--- config.mk ---
export PLATFORM = sky130hd
export DESIGN_NAME = div_unit
export DESIGN_NICKNAME = d
export VERILOG_FILES = /design/src/rtl/div_unit.sv
export SDC_FILE = /design/constraint.sdc
export NUM_CORES = 1
export LEC_CHECK = 0
export ABC_AREA = 1
export BUFFER_PORTS_ARGS = -buffer_cell sky130_fd_sc_hd__buf_2
export CORE_MARGIN = 3
export CORE_UTILIZATION = 61
export CTS_CLUSTER_DIAMETER = 200
export DETAILED_ROUTE_END_ITERATION = 6
export PLACE_DENSITY = 0.82
export SYNTH_ARGS = -nofsm -noshare
export SYNTH_HDL_FRONTEND = slang
export SYNTH_SLANG_ARGS = --single-unit
export TNS_END_PERCENT = 10
--- constraint.sdc ---
create_clock -name clk -period 4.3 [get_ports clk]
set_clock_uncertainty 0.05 [all_clocks]
set_input_delay 0.43 -clock clk [delete_from_list [all_inputs] [get_ports clk]]
set_output_delay 0.43 -clock clk [all_outputs]
set_load 0.005 [all_outputs]
--- src/rtl/div_unit.sv ---
// Multi-cycle radix-2 restoring divider for DIV/DIVU. The remainder drives HI and the quotient drives LO.
// ready_o pulses for one cycle when hi_o/lo_o are valid; busy_o stalls EX while the divider iterates.
module div_unit #(
  parameter int WIDTH = 32
) (
  input  logic             clk,
  input  logic             rst,
  input  logic             start_i,
  input  logic             signed_i,
  input  logic             annul_i,
  input  logic [WIDTH-1:0] dividend_i,
  input  logic [WIDTH-1:0] divisor_i,
  output logic             busy_o,
  output logic             ready_o,
  output logic [WIDTH-1:0] hi_o,
  output logic [WIDTH-1:0] lo_o
);

  localparam int CW = (WIDTH > 1) ? $clog2(WIDTH) : 1;

  typedef enum logic [1:0] {S_IDLE, S_BUSY, S_DONE} state_t;

  state_t           state_q, state_d;
  logic [CW-1:0]    cnt_q, cnt_d;
  logic [WIDTH-1:0] rem_q, rem_d, quo_q, quo_d, dvs_q, dvs_d;
  logic [WIDTH-1:0] hi_q, hi_d, lo_q, lo_d;
  logic             q_neg_q, q_neg_d, r_neg_q, r_neg_d;
  logic             busy_q, busy_d, ready_q, ready_d;

  logic             a_neg, b_neg, ge;
  logic [WIDTH-1:0] a_abs, b_abs, step_rem, step_quo;
  logic [WIDTH:0]   shifted;

  always_comb begin
    a_neg    = signed_i & dividend_i[WIDTH-1];
    b_neg    = signed_i & divisor_i[WIDTH-1];
    a_abs    = a_neg ? -dividend_i : dividend_i;
    b_abs    = b_neg ? -divisor_i : divisor_i;
    // Compare at WIDTH+1 bits; when the trial succeeds the difference fits in WIDTH bits.
    shifted  = {rem_q, quo_q[WIDTH-1]};
    ge       = (shifted >= {1'b0, dvs_q});
    step_rem = ge ? (shifted[WIDTH-1:0] - dvs_q) : shifted[WIDTH-1:0];
    step_quo = {quo_q[WIDTH-2:0], ge};

    state_d = state_q;
    cnt_d   = cnt_q;
    rem_d   = rem_q;
    quo_d   = quo_q;
    dvs_d   = dvs_q;
    hi_d    = hi_q;
    lo_d    = lo_q;
    q_neg_d = q_neg_q;
    r_neg_d = r_neg_q;
    ready_d = 1'b0;

    case (state_q)
      S_IDLE: begin
        if (start_i && !annul_i) begin
          rem_d   = '0;
          quo_d   = a_abs;
          dvs_d   = b_abs;
          cnt_d   = '0;
          q_neg_d = a_neg ^ b_neg;
          r_neg_d = a_neg;
          if (divisor_i == '0) begin
            lo_d    = '1;
            hi_d    = dividend_i;
            state_d = S_DONE;
          end else begin
            state_d = S_BUSY;
          end
        end
      end
      S_BUSY: begin
        if (annul_i) begin
          state_d = S_IDLE;
        end else begin
          rem_d = step_rem;
          quo_d = step_quo;
          cnt_d = cnt_q + CW'(1);
          if (cnt_q == CW'(WIDTH - 1)) begin
            lo_d    = q_neg_q ? -step_quo : step_quo;
            hi_d    = r_neg_q ? -step_rem : step_rem;
            state_d = S_DONE;
          end
        end
      end
      S_DONE: begin
        ready_d = 1'b1;
        state_d = S_IDLE;
      end
      default: state_d = S_IDLE;
    endcase

    busy_d = (state_d == S_BUSY);
  end

  always_ff @(posedge clk) begin
    if (rst) begin
      state_q <= S_IDLE;
      cnt_q   <= '0;
      rem_q   <= '0;
      quo_q   <= '0;
      dvs_q   <= '0;
      hi_q    <= '0;
      lo_q    <= '0;
      q_neg_q <= 1'b0;
      r_neg_q <= 1'b0;
      busy_q  <= 1'b0;
      ready_q <= 1'b0;
    end else begin
      state_q <= state_d;
      cnt_q   <= cnt_d;
      rem_q   <= rem_d;
      quo_q   <= quo_d;
      dvs_q   <= dvs_d;
      hi_q    <= hi_d;
      lo_q    <= lo_d;
      q_neg_q <= q_neg_d;
      r_neg_q <= r_neg_d;
      busy_q  <= busy_d;
      ready_q <= ready_d;
    end
  end

  assign busy_o  = busy_q;
  assign ready_o = ready_q;
  assign hi_o    = hi_q;
  assign lo_o    = lo_q;

endmodule

==> results.cfg <==
[critical_path]
critical_path.slowest_cell = buf_4
critical_path_depth = 23
worst_ep_required_time_ns = 4.57
worstPathCellList = inv_1, ha_1, nand2_1, nor2_1, nand3_1, nor2_1, nand2_1, nand2_2, nor2_4, nand2_8, buf_4, nand2_1, o21ai_4, ha_1, nand3_1, inv_1, nand2_1, nor2_1, nand4_1, nand2_1, nand3_1, nand3_1, a21oi_1
reg2reg_to = hi_o[30]
delay_of_the_slowest_cell_on_the_worst_path_ns = 0.38
critical_path.n_buffers_inverters = 3
worst-r2r-setup-slack_ns = 0.41
reg2reg_depth = 23
r2r-start = dvs_q[7]
setup.worst_path.class = register to register
worst_setup_path_start_kind = register
critPathMostFrequentCell = nand2_1
critical_path.top_delay_family = simple AND/OR/NAND/NOR gates
max_fanout_on_critical_path = 30
worst_ep_arrival_time_ns = 4.16
critical_path.endpoint_type = register

[yosys]
post_synth_inst_count = 2095
number_of_flops_mapped_to_enable_cells_by_yosys = 0
yosys_register_bits = 171
synth_warnings = 0
synthTopCellsByArea = dfxtp_1 27%, nand2_1 16%, inv_1 7.7%, a21oi_1 7.4%, o21ai_0 6.6%
net_count_synth = 2203
synth_top_area_share_pct = 26.75
synth.largest_area_cell = dfxtp_1
seq_area_frac_synth_pct = 26.75
syn-cell-area_sq_um = 12800
avgSynthCellArea_sq_um = 6.108
count_of_unique_library_cells_instantiated_by_yosys = 56
postSynth.topFlopCell = dfxtp_1
synth-async-reset-ratio_pct = 0

[global_routing]
grt.total_usage_pct = 37.52
grt_pass1_wl_um = 67380
antenna_found_initial = 0
grt.busiest_layer = met2
grt_util_met1_pct = 53.04
gr-total-overflow = 0
grt.met2_usage_pct = 56.69
use_met3_pct = 8.199
first_global_vias = 12920
grt_max_degree = 108

[sta]
grt_setup_unrepaired = no
relSlewSlack_pct = 42.18
finalSetupTns_ns = 0
setup_viol = 0
final_hold_viol_count = 0
finalCritPeriodShare_pct = 90.41
final_period_minus_worst_setup_slack_ns = 3.888
fmax_mhz = 257.2
worst_pin_slew_ns = 0.8673
drv_slew = 0

[floorplan]
die_height_um = 150.8
core_area_sq_um = 20430
num_rows = 52
floorplan.initialDensity_pct = 62.64
floorplan.io_pins = 135
fp.dieW_um = 150.8
design.die.area_sq_um = 22750

[detailed_routing]
ant_nets = 0
wl_um = 42920
detailedRoute.firstPassIterationCount = 7
route.detailed.vias_per_inst = 5.814
post-route-drc-count = 0
drt-initial-drc-count = 1455
routedWlPerCell_um = 17.40
routed-via-count = 14340

[power_and_ir_drop]
switching_share_pct = 38.08
internal_power_uw = 2860
share_comb_of_total_power_pct = 28.8
power_frac_seq_pct = 37.2
vdd_drop_max_mv = 0.2426
total_switching_power_uw = 1759
clock_power_share_pct = 34.0
pwr_density_cell_nw_per_um2 = 325.5
total_leakage_power_uw = 0.007200

[min_path]
worstHoldPathType = input pin to register
holdPathEnd = dvs_q[31]
holdCritStartpoint = divisor_i[31]
worst_hold_path.num_cells = 3

[finish]
seq_area_sq_um = 3423
fill_cells = 1910
post_route_cells_drive_above_1_share_pct = 12.88
fin_util_pct = 69.46
num-nets-final = 2292
insertedDiodeCount = 0
commonest_non_fill_non_tap_cells_in_the_layout = 554 x nand2_1, 262 x inv_1, 190 x a21oi_1
multi_input_comb_area_sq_um = 7953
area_growth_syn_to_layout_pct = 10.88
final_common_cell = nand2_1

[flow_run]
number_of_maximum_capacitance_constraint_violations = 0

[status]
run_status = completed

[clock_network]
clock_sinks = 171
cts_buffer_depth = 2
clk_pin_slew_worst_paths_ns = 0.08
hold_buffers = 0
cts_tree = done
cts_root_buffer = clkbuf_16
cts_buffers = 17
clk-insertion-delay-late_ns = 0.44
cts_post_setup_buffers_inserted = 0
cts-htree-levels = 4

[placed_design]
placement.io_buffers = 134
dp.final_hpwl_um = 31880
gp_congestion = 1.009
==> Yosys cell counts, types with 6 or more instances <==
cell type,instances
inv_2,10
nand3b_1,14
nand2_2,27
nand3_1,132
a21oi_1,190
nor2_2,16
nor2_1,166
xnor2_1,13
nor4_1,10
o21ai_0,168
clkbuf_1,66
o221ai_1,12
o31ai_1,7
a31oi_1,25
o21ai_1,6
nand2_1,555
inv_1,263
o211ai_1,28
nor3_1,28
nand4_1,19
xor2_1,40
dfxtp_1,171
ha_1,38
or2_2,12
nor2_4,6
==> routing by layer <==
| metal | vias up | share of wire, % |
|---|---|---|
| met4 | 0 | 3.1 |
| li1 | 7027 | - |
| met2 | 697 | 43 |
| met1 | 6522 | 44 |
| met3 | 96 | 10 |
| met5 | - | 0 |
==> final cells by class <==
| type | count | share of cell area, % |
|---|---|---|
| multi-input combinational | 1561 | 56.04 |
| sequential | 171 | 24.12 |
| inverter | 279 | 7.398 |
| timing repair buffer | 154 | 5.872 |
| clock buffer | 18 | 3.095 |
| tap | 270 | 2.381 |
| clock inverter | 14 | 1.085 |
==> through the flow <==
| step | instance area (sq um) | hold WS [ns] | worst slack, ns | instances | power (uW) |
|---|---|---|---|---|---|
| detailed placement | 13590 | 0.4052 | 0.3540 | 2435 | 3034 |
| CTS | 14180 | 0.2463 | 0.3433 | 2467 | 4578 |
| global route | 14190 | 0.2603 | 0.03326 | 2467 | 4842 |
| global placement | 13590 | 0.4024 | 0.4977 | 2435 | 3018 |
| finish | 14190 | 0.2542 | 0.4123 | 2467 | 4619 |
| floorplan | 12800 | 0.3715 | 0.7640 | 2095 | 2650 |
==> timing repair <==
| item | 4_1_cts | 5_1_grt |
|---|---|---|
| endpoints found under the hold margin | 0 | 0 |
| endpoints found under the setup margin | 0 | 3 |
| resized for setup | 0 | 2 |
==> worst register-to-register path, stage by stage, from the launching register on <==
cell     delay, ns
dfxtp_1       0.33
inv_1         0.05
ha_1          0.36
nand2_1       0.12
nor2_1        0.31
nand3_1       0.13
nor2_1        0.12
nand2_1       0.06
nand2_2       0.09
nor2_4        0.05
nand2_8       0.07
buf_4         0.38
nand2_1       0.18
o21ai_4       0.12
ha_1          0.20
nand3_1       0.12
inv_1         0.09
nand2_1       0.08
nor2_1        0.19
nand4_1       0.21
nand2_1       0.13
nand3_1       0.07
nand3_1       0.15
a21oi_1       0.09
==> worst max path at each step <==
stage	slack, ns	from	end
after CTS	0.34	dvs_q[8]	lo_o[30]
final	0.41	dvs_q[7]	hi_o[30]
after global routing	0.03	dvs_q[15]	lo_o[30]
after global placement	0.50	dvs_q[15]	lo_o[30]
after detailed placement	0.35	dvs_q[8]	lo_o[30]
after floorplan	0.76	dvs_q[8]	lo_o[30]
==> flip-flops by register name, summed over array words and instances, names as in the netlist <==
| signal | cells |
|---|---|
| busy_o | 1 |
| cnt_q | 5 |
| dvs_q | 32 |
| hi_o | 32 |
| lo_o | 32 |
| q_neg_q | 1 |
| quo_q | 32 |
| r_neg_q | 1 |
| ready_o | 1 |
| rem_q | 32 |
| state_q | 2 |
==> kinds of logic after synthesis <==
group / share of synthesized area, %
buffers and inverters: 11.29
XOR/XNOR: 3.627
AND/OR/NAND/NOR: 34.44
flip-flops: 26.75
AO/OA/AOI/OAI: 20.01
adder cells (fa/ha/maj): 3.872
==> power groups by stage <==
stage	combinational (uW)	clock, uW	sequential (uW)
floorplan	914	0	1740
global placement	1270	0	1750
detailed placement	1280	0	1750
CTS	1290	1570	1710
global route	1480	1640	1720
finish	1330	1570	1720
No activity file was read; power rests on OpenSTA's default activity.
